File: src/rtl/vga_sync_recover.sv
// Receive-side VGA timing recovery: rebuilds x/y/video_on/new_frame from
// hsync/vsync falls, measures line and frame length, and tracks lock.
module vga_sync_recover #(
  parameter int H_DISPLAY   = 640,
  parameter int H_R_BORDER  = 16,
  parameter int H_RETRACE   = 96,
  parameter int H_TOTAL     = 800,
  parameter int V_DISPLAY   = 480,
  parameter int V_B_BORDER  = 10,
  parameter int V_TOTAL     = 525,
  parameter int LOCK_FRAMES = 2,
  parameter int TIMEOUT     = 1600
) (
  input  logic       CLK,
  input  logic       reset,
  input  logic       hsync_in,
  input  logic       vsync_in,
  output logic [9:0] x,
  output logic [9:0] y,
  output logic       video_on,
  output logic       new_frame,
  output logic       locked,
  output logic       h_err,
  output logic       v_err,
  output logic [9:0] line_len,
  output logic [9:0] frame_lines
);
  // h_meas is widened so it reaches TIMEOUT before it saturates
  localparam int HMW = ($clog2(TIMEOUT + 2) > 10) ? $clog2(TIMEOUT + 2) : 10;
  localparam int GW  = (LOCK_FRAMES > 1) ? $clog2(LOCK_FRAMES + 1) : 1;

  localparam logic [HMW-1:0] HM_MAX  = '1;
  localparam logic [HMW-1:0] HM_LINE = HMW'(H_TOTAL - 1);
  localparam logic [HMW-1:0] HM_TMO  = HMW'(TIMEOUT);
  localparam logic [9:0]     X_LAST  = 10'(H_TOTAL - 1);
  localparam logic [9:0]     Y_LAST  = 10'(V_TOTAL - 1);
  localparam logic [9:0]     X_SYNC  = 10'(H_DISPLAY + H_R_BORDER);
  localparam logic [9:0]     Y_SYNC  = 10'(V_DISPLAY + V_B_BORDER);
  localparam logic [9:0]     X_VIS   = 10'(H_DISPLAY);
  localparam logic [9:0]     Y_VIS   = 10'(V_DISPLAY);
  localparam logic [10:0]    F_LINES = 11'(V_TOTAL);
  localparam logic [GW-1:0]  G_LAST  = GW'(LOCK_FRAMES - 1);

  if (H_DISPLAY + H_R_BORDER + H_RETRACE > H_TOTAL || TIMEOUT <= H_TOTAL) begin : g_bad_cfg
    $error("vga_sync_recover: inconsistent timing parameters");
  end

  typedef enum logic [1:0] {SEARCH, VERIFY, LOCKED} state_t;

  state_t         state;
  logic           hs_q, hs_p, vs_q, vs_p;
  logic [HMW-1:0] h_meas;
  logic [9:0]     v_meas;
  logic [GW-1:0]  good_cnt;
  logic           first_h, first_v;

  logic           h_fall, v_fall, checking, h_bad, v_bad, tmo;
  logic           h_err_n, v_err_n, bad, lock_now, locked_n, x_wrap;
  logic [HMW:0]   h_len;
  logic [10:0]    f_cnt;
  logic [9:0]     x_n, y_n;

  always_comb begin
    h_fall   = hs_p & ~hs_q;
    v_fall   = vs_p & ~vs_q;
    h_len    = {1'b0, h_meas} + {{HMW{1'b0}}, 1'b1};
    // an hsync fall coincident with the vsync fall closes the outgoing frame
    f_cnt    = {1'b0, v_meas} + {10'd0, h_fall};
    checking = (state != SEARCH);
    h_bad    = h_fall && !first_h && (h_meas != HM_LINE);
    tmo      = !h_fall && (h_meas == HM_TMO);
    v_bad    = v_fall && !first_v && (f_cnt != F_LINES);
    h_err_n  = checking && (h_bad || tmo);
    v_err_n  = checking && v_bad;
    bad      = h_err_n || v_err_n;
    lock_now = (state == VERIFY) && v_fall && !bad && (good_cnt == G_LAST);
    locked_n = ((state == LOCKED) && !bad) || lock_now;
    x_wrap   = !h_fall && (x == X_LAST);
    // the fall is seen one pipeline stage late, so loading X_SYNC here lands
    // two cycles behind the source, which is the intended output alignment
    x_n      = h_fall ? X_SYNC : (x_wrap ? 10'd0 : x + 10'd1);
    y_n      = y;
    if (v_fall)      y_n = Y_SYNC;
    else if (x_wrap) y_n = (y == Y_LAST) ? 10'd0 : y + 10'd1;
  end

  always_ff @(posedge CLK or posedge reset) begin
    if (reset) begin
      hs_q        <= 1'b0;
      hs_p        <= 1'b0;
      vs_q        <= 1'b0;
      vs_p        <= 1'b0;
      h_meas      <= '0;
      v_meas      <= '0;
      good_cnt    <= '0;
      first_h     <= 1'b1;
      first_v     <= 1'b1;
      state       <= SEARCH;
      x           <= '0;
      y           <= '0;
      video_on    <= 1'b0;
      new_frame   <= 1'b0;
      locked      <= 1'b0;
      h_err       <= 1'b0;
      v_err       <= 1'b0;
      line_len    <= '0;
      frame_lines <= '0;
    end else begin
      hs_q <= hsync_in;
      hs_p <= hs_q;
      vs_q <= vsync_in;
      vs_p <= vs_q;

      h_meas <= h_fall ? '0 : ((h_meas == HM_MAX) ? HM_MAX : h_meas + HMW'(1));
      v_meas <= v_fall ? 10'd0 : ((h_fall && v_meas != 10'h3FF) ? v_meas + 10'd1 : v_meas);

      if (h_fall) begin
        first_h  <= 1'b0;
        line_len <= (|h_len[HMW:10]) ? 10'h3FF : h_len[9:0];
      end
      if (v_fall) begin
        first_v     <= 1'b0;
        frame_lines <= f_cnt[10] ? 10'h3FF : f_cnt[9:0];
      end

      h_err     <= h_err_n;
      v_err     <= v_err_n;
      x         <= x_n;
      y         <= y_n;
      locked    <= locked_n;
      video_on  <= locked_n && (x_n < X_VIS) && (y_n < Y_VIS);
      new_frame <= locked_n && (x_n == X_LAST) && (y_n == Y_LAST);

      if (bad) begin
        state   <= SEARCH;
        first_h <= 1'b1;
        first_v <= 1'b1;
      end else begin
        unique case (state)
          SEARCH: if (v_fall) begin
            state    <= VERIFY;
            good_cnt <= '0;
          end
          VERIFY: begin
            if (lock_now)    state    <= LOCKED;
            else if (v_fall) good_cnt <= good_cnt + GW'(1);
          end
          LOCKED: ;
          default: state <= SEARCH;
        endcase
      end
    end
  end
endmodule

File: config.mk
export PLATFORM = sky130hd
export DESIGN_NAME = vga_sync_recover
export DESIGN_NICKNAME = d
export VERILOG_FILES = /design/src/rtl/vga_sync_recover.sv
export SDC_FILE = /design/constraint.sdc
export NUM_CORES = 1
export LEC_CHECK = 0
export ABC_CLOCK_PERIOD_IN_PS = 2800
export CORE_ASPECT_RATIO = 1.5
export CORE_MARGIN = 1.5
export CORE_UTILIZATION = 45
export DETAILED_ROUTE_END_ITERATION = 16
export PLACE_DENSITY = 0.73
export SYNTH_ARGS = -nofsm -noshare
export SYNTH_HDL_FRONTEND = slang
export SYNTH_SLANG_ARGS = --single-unit
File: constraint.sdc
create_clock -name CLK -period 2.8 [get_ports CLK]
set_input_delay 0.42 -clock CLK [delete_from_list [all_inputs] [get_ports CLK]]
set_output_delay 0.42 -clock CLK [all_outputs]
set_load 0.005 [all_outputs]
==> results of run 1 <==
-- logic make-up after synthesis --
family                   Yosys count
AO/OA/AOI/OAI                     68
adder cells (fa/ha/maj)            9
multiplexers                       6
XOR/XNOR                          31
flip-flops                        76
buffers and inverters             30
AND/OR/NAND/NOR                  169
-- power by group --
group	switching (uW)	total (uW)	internal [uW]
clock network	416	1060	645
logic	263	557	294
registers	138	1390	1250
-- flip-flops by register name (all words and copies together), names as in the netlist, 2 cells and up --
| register | count |
|---|---|
| h_meas | 11 |
| x | 10 |
| line_len | 10 |
| y | 10 |
| good_cnt | 2 |
| state | 2 |
| frame_lines | 10 |
| v_meas | 10 |
-- critical path: stages (launching register included) --
cell and delay, ps:
sky130_fd_sc_hd__dfrtp_1 370, sky130_fd_sc_hd__nand2b_2 190, sky130_fd_sc_hd__inv_2 60, sky130_fd_sc_hd__ha_1 190, sky130_fd_sc_hd__ha_1 250, sky130_fd_sc_hd__xnor2_1 110, sky130_fd_sc_hd__nor4_1 330, sky130_fd_sc_hd__a31oi_2 190
sky130_fd_sc_hd__nor3_2 260, sky130_fd_sc_hd__mux2_2 360
-- synth_stat cells, drive strengths merged, types with 5 or more instances --
master,instances
a21oi,32
and3,5
and4,8
buf,8
clkbuf,9
dfrtp,74
ha,9
inv,13
nand2,36
nand2b,6
nand3,11
nand4,15
nor2,56
nor3,5
nor4,6
o21ai,12
xnor2,11
xor2,20
-- worst paths after layout --
kind / start / end / cells past startpoint
min reg2reg: hs_q / hs_p / 0
max reg2reg: hs_q / good_cnt[0] / 9
min: hs_q / hs_p / 0
max: hs_q / good_cnt[0] / 9
min in group asynchronous: reset / line_len[3] / 2
max in group asynchronous: reset / first_v / 3
-- area by class of cell --
cell class | instances | area (um^2) | area share
Timing Repair Buffer | 58 | 568 | 0.120
Clock buffer | 14 | 264 | 0.0557
Tap cell | 107 | 134 | 0.0283
Clock inverter | 2 | 10.0 | 0.00211
Inverter | 13 | 48.8 | 0.0103
Sequential cell | 76 | 1900 | 0.402
Multi-Input combinational cell | 283 | 1810 | 0.382
-- routing by layer --
layer | vias up | global-route usage | routed length, um
met4 | 0 | 0.0988 | 220
met2 | 55 | 0.359 | 4490
met5 | - | 0 | 0
li1 | 1466 | - | -
met1 | 1474 | 0.226 | 3390
met3 | 19 | 0.0398 | 259
-- metrics by stage --
step                cells  total power (uW)  instance area, um^2   util  hold WS (ps)
global route          553              3180                 4740  0.566           396
CTS                   553              3040                 4740  0.566           377
detailed placement    537              1970                 4460  0.534           366
finish                553              3000                 4740  0.566           377
floorplan             389              1700                 3840      -           346
global placement      537              1940                 4460  0.534           352
==> results by stage, run 1 <==
Cells and area:
- From synthesis to final layout, the design area changed by 23.2%.
- In the final layout, the share of cells above drive strength 1 is 0.105.
- 0 antenna diodes ended up in the layout.
- The final layout contains 454 nets.
- Leaving out fill and tap cells, the most frequent cell in the layout is sky130_fd_sc_hd__dfrtp_1.
- After filler insertion, the fill cell instance count of the layout stands at about 720.
- The top cell types in the final layout, fill and taps aside, are sky130_fd_sc_hd__dfrtp_1, sky130_fd_sc_hd__nor2_1, sky130_fd_sc_hd__clkdlybuf4s50_1, sky130_fd_sc_hd__nand2_1, sky130_fd_sc_hd__a21oi_1.

Place:
- The detailed placement HPWL is ~6200 um.
- The final RePlAce weighted congestion is 0.954.
- At the placement stage, the worst setup path has a slack of between 400 and 500 ps.
- The total of buffers placed on input and output ports is 48.

Floorplan:
- In this run the core area contains 41 standard-cell rows.
- The die is roughly 120 um tall.
- The I/O pin total is 49.
- The floorplan step defined a die boundary enclosing 0.00911 mm^2.
- The core region is between 0.008 and 0.009 mm^2.
- The die is between 70 and 80 um wide.
- The initial standard-cell utilization of the core is 0.460.

Clock tree:
- The number of CTS-inserted buffers is 9.
- The clock net in this run drives a total of 76 sinks.
- Clock tree synthesis selected as its root buffer the cell sky130_fd_sc_hd__clkbuf_16.
- After clock tree synthesis, the clock-pin slew on the worst setup and hold paths is approximately 50 ps.
- The clock tree buffer depth is 2.
- The number of buffers added to fix hold violations after cts is 0.
- The number of instances resized during post-cts repair is 0.
- The H-tree generated during clock tree synthesis spans 3 levels.
- At the later pin of the worst-skew pair, clock insertion delay measures 340 ps.
- In this run the post-CTS setup repair buffer count came out at 0.
- TritonCTS built the clock tree.

Synthesis:
- The combinational family with the most area after synthesis is simple AND/OR/NAND/NOR gates.
- The synthesized-area fraction occupied by ao, oa, aoi and oai cells was 0.118.
- The share of the yosys chip area belonging to registers is 0.496.
- The most area-hungry cell type in the Yosys netlist is sky130_fd_sc_hd__dfrtp_1.
- Measured against the total synthesized area, the mux share comes to 0.0163.
- The post-synthesis average cell area is slightly below 10 um^2.
- The synthesized-area fraction occupied by adder cells is 0.0293.
- After synthesis, the cell types taking the most area are sky130_fd_sc_hd__dfrtp_1, sky130_fd_sc_hd__nor2_1, sky130_fd_sc_hd__xor2_1.
- The count of warnings emitted by yosys is 0.
- The post-synthesis async set-or-reset flop share is 1.00.
- In the synthesized netlist the dominant register cell turns out to be sky130_fd_sc_hd__dfrtp_1.
- The netlist uses 64 different library cells.
- The synthesized-area fraction occupied by xor and xnor cells is 0.0707.
- The share of synthesized area in the top cell type comes to 0.482.
- The total standard cell area after synthesis is roughly 0.0038 mm^2.
- The simple-gate area share of the yosys netlist is 0.236.
- The post-synthesis register bit count is 76.
- The number of flops mapped to enable cells by yosys is 0.
- The net count after synthesis is 402.
- The gate count of the mapped netlist is approximately 400.

STA:
- The post-route clock skew is 6.02 ps.
- The worst slew slack as a fraction of its limit is 0.609.
- The final setup slack of the worst path is 374 ps.
- Based on the critical path, the design can be clocked at up to 412 MHz.
- The count of pins over their slew limit came to 0.
- At the pin with the least slew margin, the transition time is 582 ps.
- The share of the clock period used by the worst path is 0.867.
- The post-layout minimum cycle time is ~2400 ps.
- The number of setup violations in the final report is 0.
- For the final routed database, the setup TNS stands at 0 ps.
- Setup repair after global routing left no endpoint under its margin.
- The final hold violation count is 0.

Drt:
- The count of nets left with antenna violations once routing finished came out at 0.
- The first routing iteration left 166 violations.
- The final routed DRC violation total is 0.
- The final route contains 3014 vias.
- The detail-routed net length per standard cell is 15.1 um.
- The total wire length is 8360 um.
- The vias per cell is 5.45.
- The first detailed-routing pass took 5 iterations.

Pwr:
- The analysis attributes to cell leakage a power of 0.00200 uW.
- The worst voltage drop across the vdd grid is 0.402 mV.
- For this design the ratio of total power to cell area is 634 mW/mm^2.

Global route:
- Global routing finished with a remaining overflow of 0.
- The first global-routing pass estimated between 10000 and 15000 um of wire.
- The maximum number of pins on one net before global-route repair is 35.
- The number of antenna violations at the first check in global routing is 0.
- The overall track demand over capacity in global routing is 0.200.
- The via count of the first global-routing pass is 2985.

Outcome:
- The run finished with clean final reports.

Flow run:
- The number of max-capacitance violations reported is 0.

Worst setup path:
- In this run the register-to-register setup slack is roughly 370 ps.
- Along the worst path, the maximum fanout reaches 5.
- The data arrival time of the critical path is 2650 ps.
- The worst setup path is captured at a flip-flop.
- The required time at the worst-slack endpoint is between 3000 and 4000 ps.
- The kind of start point of the critical path is a flip-flop.
- The critical path is of the flip-flop to flip-flop type.

Hold path:
- The worst hold-check path type is flip-flop to flip-flop.
(Power assumes the default switching activity.)
==> run 2, diff against run 1 <==
--- a/config.mk
+++ b/config.mk
@@ -8,9 +8,10 @@
 export ABC_CLOCK_PERIOD_IN_PS = 2800
 export CORE_ASPECT_RATIO = 1.5
 export CORE_MARGIN = 1.5
-export CORE_UTILIZATION = 45
+export CORE_UTILIZATION = 50
 export DETAILED_ROUTE_END_ITERATION = 16
-export PLACE_DENSITY = 0.73
+export PLACE_DENSITY = 0.79
+export SKIP_CTS_REPAIR_TIMING = 1
 export SYNTH_ARGS = -nofsm -noshare
 export SYNTH_HDL_FRONTEND = slang
 export SYNTH_SLANG_ARGS = --single-unit
==> run 2 against run 1 <==
- count of clock-buffer cells in the layout down 2
- global-route usage up 2.1 points
- fmax up 1.2%
- worst setup slack better by 29 ps
- first-iteration DRC count up 1.8%
- non-clock buffer count down 1
- largest cell class unchanged
==> results by stage, run 2 (same netlist as run 1, synthesis figures left out) <==
Worst setup path:
- The origin of the worst setup path is hs_q.
- The path depth of the worst reg2reg path is 9 (unchanged).
- The slowest stage of the critical path is the sky130_fd_sc_hd__dfrtp_1 cell.
- The maximum single-stage delay on the critical path is 370 ps (about the same).
- The worst setup path is launched from a flip-flop.
- The nature of the critical path endpoint is a flip-flop.
- The cell repeated most along the worst path is sky130_fd_sc_hd__ha_1.
- Walking the worst path, the cells encountered are nand2b_2 > inv_2 > ha_1 > ha_1 > xnor2_1 > nor4_1 > a31oi_2 > nor3_2 > mux2_2.
- The critical-path maximum fanout is 5 (unchanged).
- The required time at the worst-slack endpoint came to 3020 ps (about the same).
- The critical path class is flip-flop to flip-flop.
- The launching point of the worst reg2reg path is hs_q.
- The data arrival time of the critical path is 2620 ps (-30 ps).

Floorplan:
- The initial standard-cell utilization of the core is 0.511 (+0.0518).
- The area of the placeable core is 0.00751 mm^2 (-10%).
- The height of the chip was 110 um (-5.0%).
- The I/O pin total was 49 (unchanged).
- The floorplan die width is 74.6 um (-4.9%).
- The full die area came to 0.00823 mm^2 (-9.7%).
- The number of placement rows was 39 (-4.9%).

Cells and area:
- The final net count is 453 (-0.22%).
- Leaving out fill and tap cells, the most frequent cell in the layout is sky130_fd_sc_hd__dfrtp_1.
- The number of flip-flops under the largest register name came to 11 (unchanged).
- The fraction of final layout cells with drive strength greater than 1 is 0.101 (-0.00403).
- Compared with the post-synthesis result, the final layout area differs by 22.3%.
- The antenna diode count is 0 (unchanged).
- The filler cell count was 650 (-10%).
- Leaving out fill and tap cells, the most frequent cells in the layout are sky130_fd_sc_hd__dfrtp_1, sky130_fd_sc_hd__nor2_1, sky130_fd_sc_hd__clkdlybuf4s50_1, sky130_fd_sc_hd__nand2_1, sky130_fd_sc_hd__a21oi_1.
- The register containing the most flip-flops in the final layout is h_meas.

Global route:
- The first-pass GRT wire length is 13600 um (-2.8%).
- The maximum number of pins on one net before global-route repair came to 37 (+5.7%).
- The overall track demand over capacity in global routing is 0.221 (+0.0212).
- The via count of the first global-routing pass was 2946 (-1.3%).
- The global-route congestion overflow total is 0 (unchanged).
- The number of antenna violations at the first check in global routing was 0 (unchanged).

Drt:
- The count of routing violations after the opening detailed-route iteration is 169 (+1.8%).
- The detail-routed net length per standard cell is 15.0 um (-0.50%).
- The residual antenna-violating net count after detailed routing is 0 (unchanged).
- The total wire length is 8210 um (-1.8%).
- The final routed DRC violation total came to 0 (unchanged).
- The detailed-route via count is 3042 (+0.93%).
- The first-pass detailed-route iteration total is 5 (unchanged).
- The vias per cell was 5.57 (+2.2%).

STA:
- The final hold violation count is 0 (unchanged).
- The number of setup violations in the final report came to 0 (unchanged).
- The share of the clock period used by the worst path is 0.856 (-0.0102).
- The post-layout minimum cycle time was 2400 ps (-28.7 ps).
- The post-route clock skew is 5.77 ps (-0.252 ps).
- The count of pins over their slew limit was 0 (unchanged).
- The tightest hold margin is 367 ps (-10.2 ps).
- The final sum of negative setup slack is 0 ps (unchanged).
- The slew at the pin with the worst max-slew slack is 649 ps (+67.3 ps).
- The worst slew slack as a fraction of its limit was 0.563 (-0.0453).
- Setup repair after global routing left no endpoint under its margin.
- The fmax is 417 MHz (+1.2%).

Place:
- The final RePlAce weighted congestion is 1.01 (+5.7%).
- The total of buffers placed on input and output ports was 48 (unchanged).
- The detailed placement HPWL is 5940 um (-4.0%).

Clock tree:
- The number of CTS-inserted buffers is 9 (unchanged).
- The CTS tree is yes.
- The clock network latency to the later pin of the worst-skew pair came to 340 ps (about the same).
- CTS placed an instance of sky130_fd_sc_hd__clkbuf_16 at the clock tree root.
- The clock sink count is 76 (unchanged).
- The count of H-tree levels built during CTS is 3 (unchanged).
- The clock tree buffer depth is 2 (unchanged).
- The clock-pin slew reported for the worst setup and hold paths after clock tree synthesis is 50 ps (about the same).

Flow run:
- The number of max-capacitance violations reported is 0 (unchanged).

Hold path:
- The start point of the worst hold path is hs_q.
- The cell count of the worst hold path is 0 (unchanged).
- The worst hold-check path type is flip-flop to flip-flop.

Pwr:
- The standby leakage power is 0.00199 uW (-0.76%).
- The power density over the cells is 623 mW/mm^2 (-1.7%).
- The worst voltage drop across the vdd grid came to 0.406 mV (+0.99%).

Outcome:
- The flow ran to the end, and the final reports show no timing, DRC or antenna violations.
-- run 2: cell count changes in the layout (fill, tap and decap cells not counted), sizes merged --
cell | before | now
clkinv | 2 | 3
buf | 10 | 9
clkbuf | 14 | 12
-- run 2: path summary, 6_finish.rpt --
kind	end	slack, ps
worst max-delay path	good_cnt[1]	400
worst min-delay path	hs_p	370
worst max register to register	good_cnt[1]	400
worst min register to register	hs_p	370
max in group asynchronous	first_v	1740
min in group asynchronous	line_len[3]	440
-- run 2: final cells by class --
| type | instances | area [um^2] | area share |
|---|---|---|---|
| Clock buffer | 12 | 236 | 0.0503 |
| Clock inverter | 3 | 15.0 | 0.00319 |
| Inverter | 13 | 48.8 | 0.0104 |
| Multi-Input combinational cell | 283 | 1810 | 0.384 |
| Sequential cell | 76 | 1900 | 0.405 |
| Tap cell | 102 | 128 | 0.0272 |
| Timing Repair Buffer | 57 | 561 | 0.119 |
-- run 2: worst max-delay path: cells and delay by family (launching register included) --
family,cells,cell delay (ps)
adders and majority gates,2,440
DFF,1,370
xor gates and xnor gates,1,120
muxes,1,360
AOI/OAI and AO/OA,1,190
buffers and inverters,1,60
and+or+nand+nor,3,760
-- run 2: routing by layer --
metal	up-vias	global-route usage	part of all wire
li1	1468	-	-
met1	1490	0.259	0.42
met2	70	0.383	0.53
met3	14	0.0482	0.033
met4	0	0.0974	0.020
met5	-	0	0
-- run 2: stage by stage --
stage	area, um^2	worst slack [ps]	std cells	utilization	power (uW)
2_1_floorplan	3840	182	389	-	1700
3_3_place_gp	4450	478	531	0.592	1930
3_5_place_dp	4450	412	531	0.592	1960
4_1_cts	4700	392	546	0.625	2960
5_1_grt	4700	293	546	0.625	3090
6_report	4700	402	546	0.625	2930
-- run 2: power breakdown --
group	total, uW	internal, uW	switching, uW	leakage (uW)
clock network	992	589	403	0.000126
registers	1390	1250	138	0.000945
logic	551	292	260	0.000915
==> run 3, diff against run 2 <==
--- a/config.mk
+++ b/config.mk
@@ -6,11 +6,13 @@
 export NUM_CORES = 1
 export LEC_CHECK = 0
 export ABC_CLOCK_PERIOD_IN_PS = 2800
+export CAP_MARGIN = 20
 export CORE_ASPECT_RATIO = 1.5
 export CORE_MARGIN = 1.5
-export CORE_UTILIZATION = 50
+export CORE_UTILIZATION = 57
 export DETAILED_ROUTE_END_ITERATION = 16
-export PLACE_DENSITY = 0.79
+export DONT_BUFFER_PORTS = 1
+export PLACE_DENSITY = 0.78
 export SKIP_CTS_REPAIR_TIMING = 1
 export SYNTH_ARGS = -nofsm -noshare
 export SYNTH_HDL_FRONTEND = slang
==> run 3 against run 2 <==
- design area is 13% lower
- critical path depth stayed put
- register-to-register slack worse by 60 ps
- combinational power is 28% lower
- worst setup slack worse by 59 ps
- via count is 5.7% lower
- core utilization is 0.77 points higher
- count of clock-buffer cells in the layout is 1 lower
- clock power is 19% lower
- wire length is 0.22% higher
- largest cell class unchanged
==> results by stage, run 3 (same netlist as run 1, synthesis figures left out) <==
Floorplan:
- The I/O pin total is 49 (unchanged).
- The number of placement rows is 36 (-7.7%).
- The initial standard-cell utilization of the core is 0.592 (+0.0811).
- The floorplan die width came to 70.0 um (-6.1%).
- The area of the placeable core was 0.00649 mm^2 (-14%).
- The height of the chip is 104 um (-6.2%).
- The full die area is 0.00725 mm^2 (-12%).

Clock tree:
- The number of CTS-inserted buffers is 9 (unchanged).
- The buffer type at the clock tree root is sky130_fd_sc_hd__clkbuf_8.
- The clock-pin slew reported for the worst setup and hold paths after clock tree synthesis is 80 ps (+30 ps).
- The clock network latency to the later pin of the worst-skew pair is 360 ps (+20 ps).
- The clock sink count is 76 (unchanged).
- TritonCTS built the clock tree.
- The count of H-tree levels built during CTS is 3 (unchanged).
- The clock tree buffer depth is 2 (unchanged).

STA:
- The share of the clock period used by the worst path is 0.877 (+0.0210).
- The count of pins over their slew limit came to 0 (unchanged).
- The fmax is 407 MHz (-2.4%).
- The post-layout minimum cycle time came to 2460 ps (+58.7 ps).
- The final hold violation count came to 0 (unchanged).
- The final sum of negative setup slack is 0 ps (unchanged).
- The number of setup violations in the final report was 0 (unchanged).
- The worst slew slack as a fraction of its limit was 0.584 (+0.0208).
- The post-route clock skew is 9.95 ps (+4.18 ps).
- Setup repair after global routing left no endpoint under its margin.
- The slew at the pin with the worst max-slew slack is 621 ps (-28.2 ps).

Global route:
- The overall track demand over capacity in global routing is 0.248 (+0.0270).
- The number of antenna violations at the first check in global routing is 0 (unchanged).
- The maximum number of pins on one net before global-route repair is 77 (+110%).
- The first-pass GRT wire length is 14200 um (+4.6%).
- The global-route congestion overflow total is 0 (unchanged).
- The via count of the first global-routing pass is 2918 (-0.95%).

Drt:
- The final routed DRC violation total is 0 (unchanged).
- The vias per cell is 6.09 (+9.3%).
- The residual antenna-violating net count after detailed routing was 0 (unchanged).
- The detailed-route via count is 2868 (-5.7%).
- The total wire length is 8230 um (+0.22%).
- The count of routing violations after the opening detailed-route iteration is 200 (+18%).
- The first-pass detailed-route iteration total is 4 (-1).
- The detail-routed net length per standard cell is 17.5 um (+16%).

Flow run:
- The number of max-capacitance violations reported is 0 (unchanged).

Worst setup path:
- The most critical setup path has its startpoint at hs_p.
- The launching point of the worst reg2reg path is hs_p.
- The critical path class is flip-flop to flip-flop.
- The critical-path maximum fanout came to 4 (-1).
- STA classifies the critical path endpoint as a flip-flop.
- The required time at the worst-slack endpoint is 3040 ps (+20 ps).
- STA classifies the critical path startpoint as a flip-flop.
- The data arrival time of the critical path is 2700 ps (+80 ps).
- The path depth of the worst reg2reg path is 9 (unchanged).

Cells and area:
- The antenna diode count is 0 (unchanged).
- The register containing the most flip-flops in the final layout is h_meas.
- The number of flip-flops under the largest register name is 11 (unchanged).
- Leaving out fill and tap cells, the most frequent cell in the layout is sky130_fd_sc_hd__dfrtp_1.
- The post-layout instance area was 0.00411 mm^2 (-13%).
- The synthesis-to-layout area growth is 6.87%.
- The library cells used most frequently in the layout, excluding fill and tap cells, are sky130_fd_sc_hd__dfrtp_1, sky130_fd_sc_hd__nor2_1, sky130_fd_sc_hd__nand2_1, sky130_fd_sc_hd__a21oi_1, sky130_fd_sc_hd__xor2_1.
- The final net count was 403 (-11%).
- The non-filler instance count after layout was 471 (-14%).
- The fraction of final layout cells with drive strength greater than 1 is 0.116 (+0.0151).

Place:
- The area of placed instances is 0.00392 mm^2 (-12%).
- The total of buffers placed on input and output ports came to 0 (-100%).
- The number of cells in the design after placement is 455 (-14%).
- The detailed placement HPWL is 5780 um (-2.7%).
- The final RePlAce weighted congestion came to 0.927 (-8.0%).

Pwr:
- The worst voltage drop across the vdd grid is 0.446 mV (+10%).
- The power density over the cells is 635 mW/mm^2 (+1.9%).
- The standby leakage power is 0.00176 uW (-11%).

Hold path:
- The worst hold-check path type is primary input to asynchronous set/reset pin.

Outcome:
- The flow ran to the end, and the final reports show no timing, DRC or antenna violations.
-- run 3: changes by cell type in the layout (fill, tap and decap cells not counted), sizes merged --
cell,delta
clkbuf,-1
buf,-2
bufinv,+1
clkinvlp,+1
clkdlybuf4s50,-48
-- run 3: path summary, 6_finish.rpt --
check                           slack, ps             end
worst max-delay path                  340     good_cnt[0]
worst min-delay path                   30  frame_lines[2]
worst max register to register        340     good_cnt[0]
worst min register to register        360            hs_p
max in group asynchronous            2440         first_h
min in group CLK                       90            hs_q
-- run 3: critical path, stage by stage (launching register included) --
cell and delay (ps):
sky130_fd_sc_hd__dfrtp_1 380, sky130_fd_sc_hd__nand2b_2 80, sky130_fd_sc_hd__inv_2 40, sky130_fd_sc_hd__ha_1 270, sky130_fd_sc_hd__inv_1 40, sky130_fd_sc_hd__or4_1 420, sky130_fd_sc_hd__nor4_1 300, sky130_fd_sc_hd__a31oi_2 190
sky130_fd_sc_hd__nor3_2 250, sky130_fd_sc_hd__mux2_2 350
-- run 3: where the power goes --
part           leakage [uW]  total, uW  internal (uW)  switching, uW
Combinational      0.000723        397            171            227
Clock             0.0000931        808            408            400
Sequential         0.000945       1400           1250            156
-- run 3: metal layers --
metal / track usage / up-vias / wire length, um
met5: 0 / - / 0
met2: 0.410 / 66 / 4320
met1: 0.303 / 1413 / 3350
met3: 0.0584 / 24 / 320
li1: - / 1365 / -
met4: 0.120 / 0 / 234
-- run 3: final cells by class --
cell class | count | area (um^2)
inverters | 13 | 48.8
multi-input cells | 283 | 1810
repair buffers | 7 | 65.1
flip-flops and latches | 76 | 1900
well taps | 76 | 95.1
clock buffers | 11 | 131
clock inverters | 5 | 52.6
fillers | 558 | 2380
-- run 3: stage by stage --
step | hold WS [ps] | power, uW | utilization | worst slack (ps)
floorplan | 346 | 1700 | - | 182
global placement | 349 | 1800 | 0.605 | 456
detailed placement | 355 | 1820 | 0.605 | 322
CTS | 38.1 | 2630 | 0.633 | 308
global route | 33.1 | 2750 | 0.633 | 83.7
finish | 25.2 | 2610 | 0.633 | 344
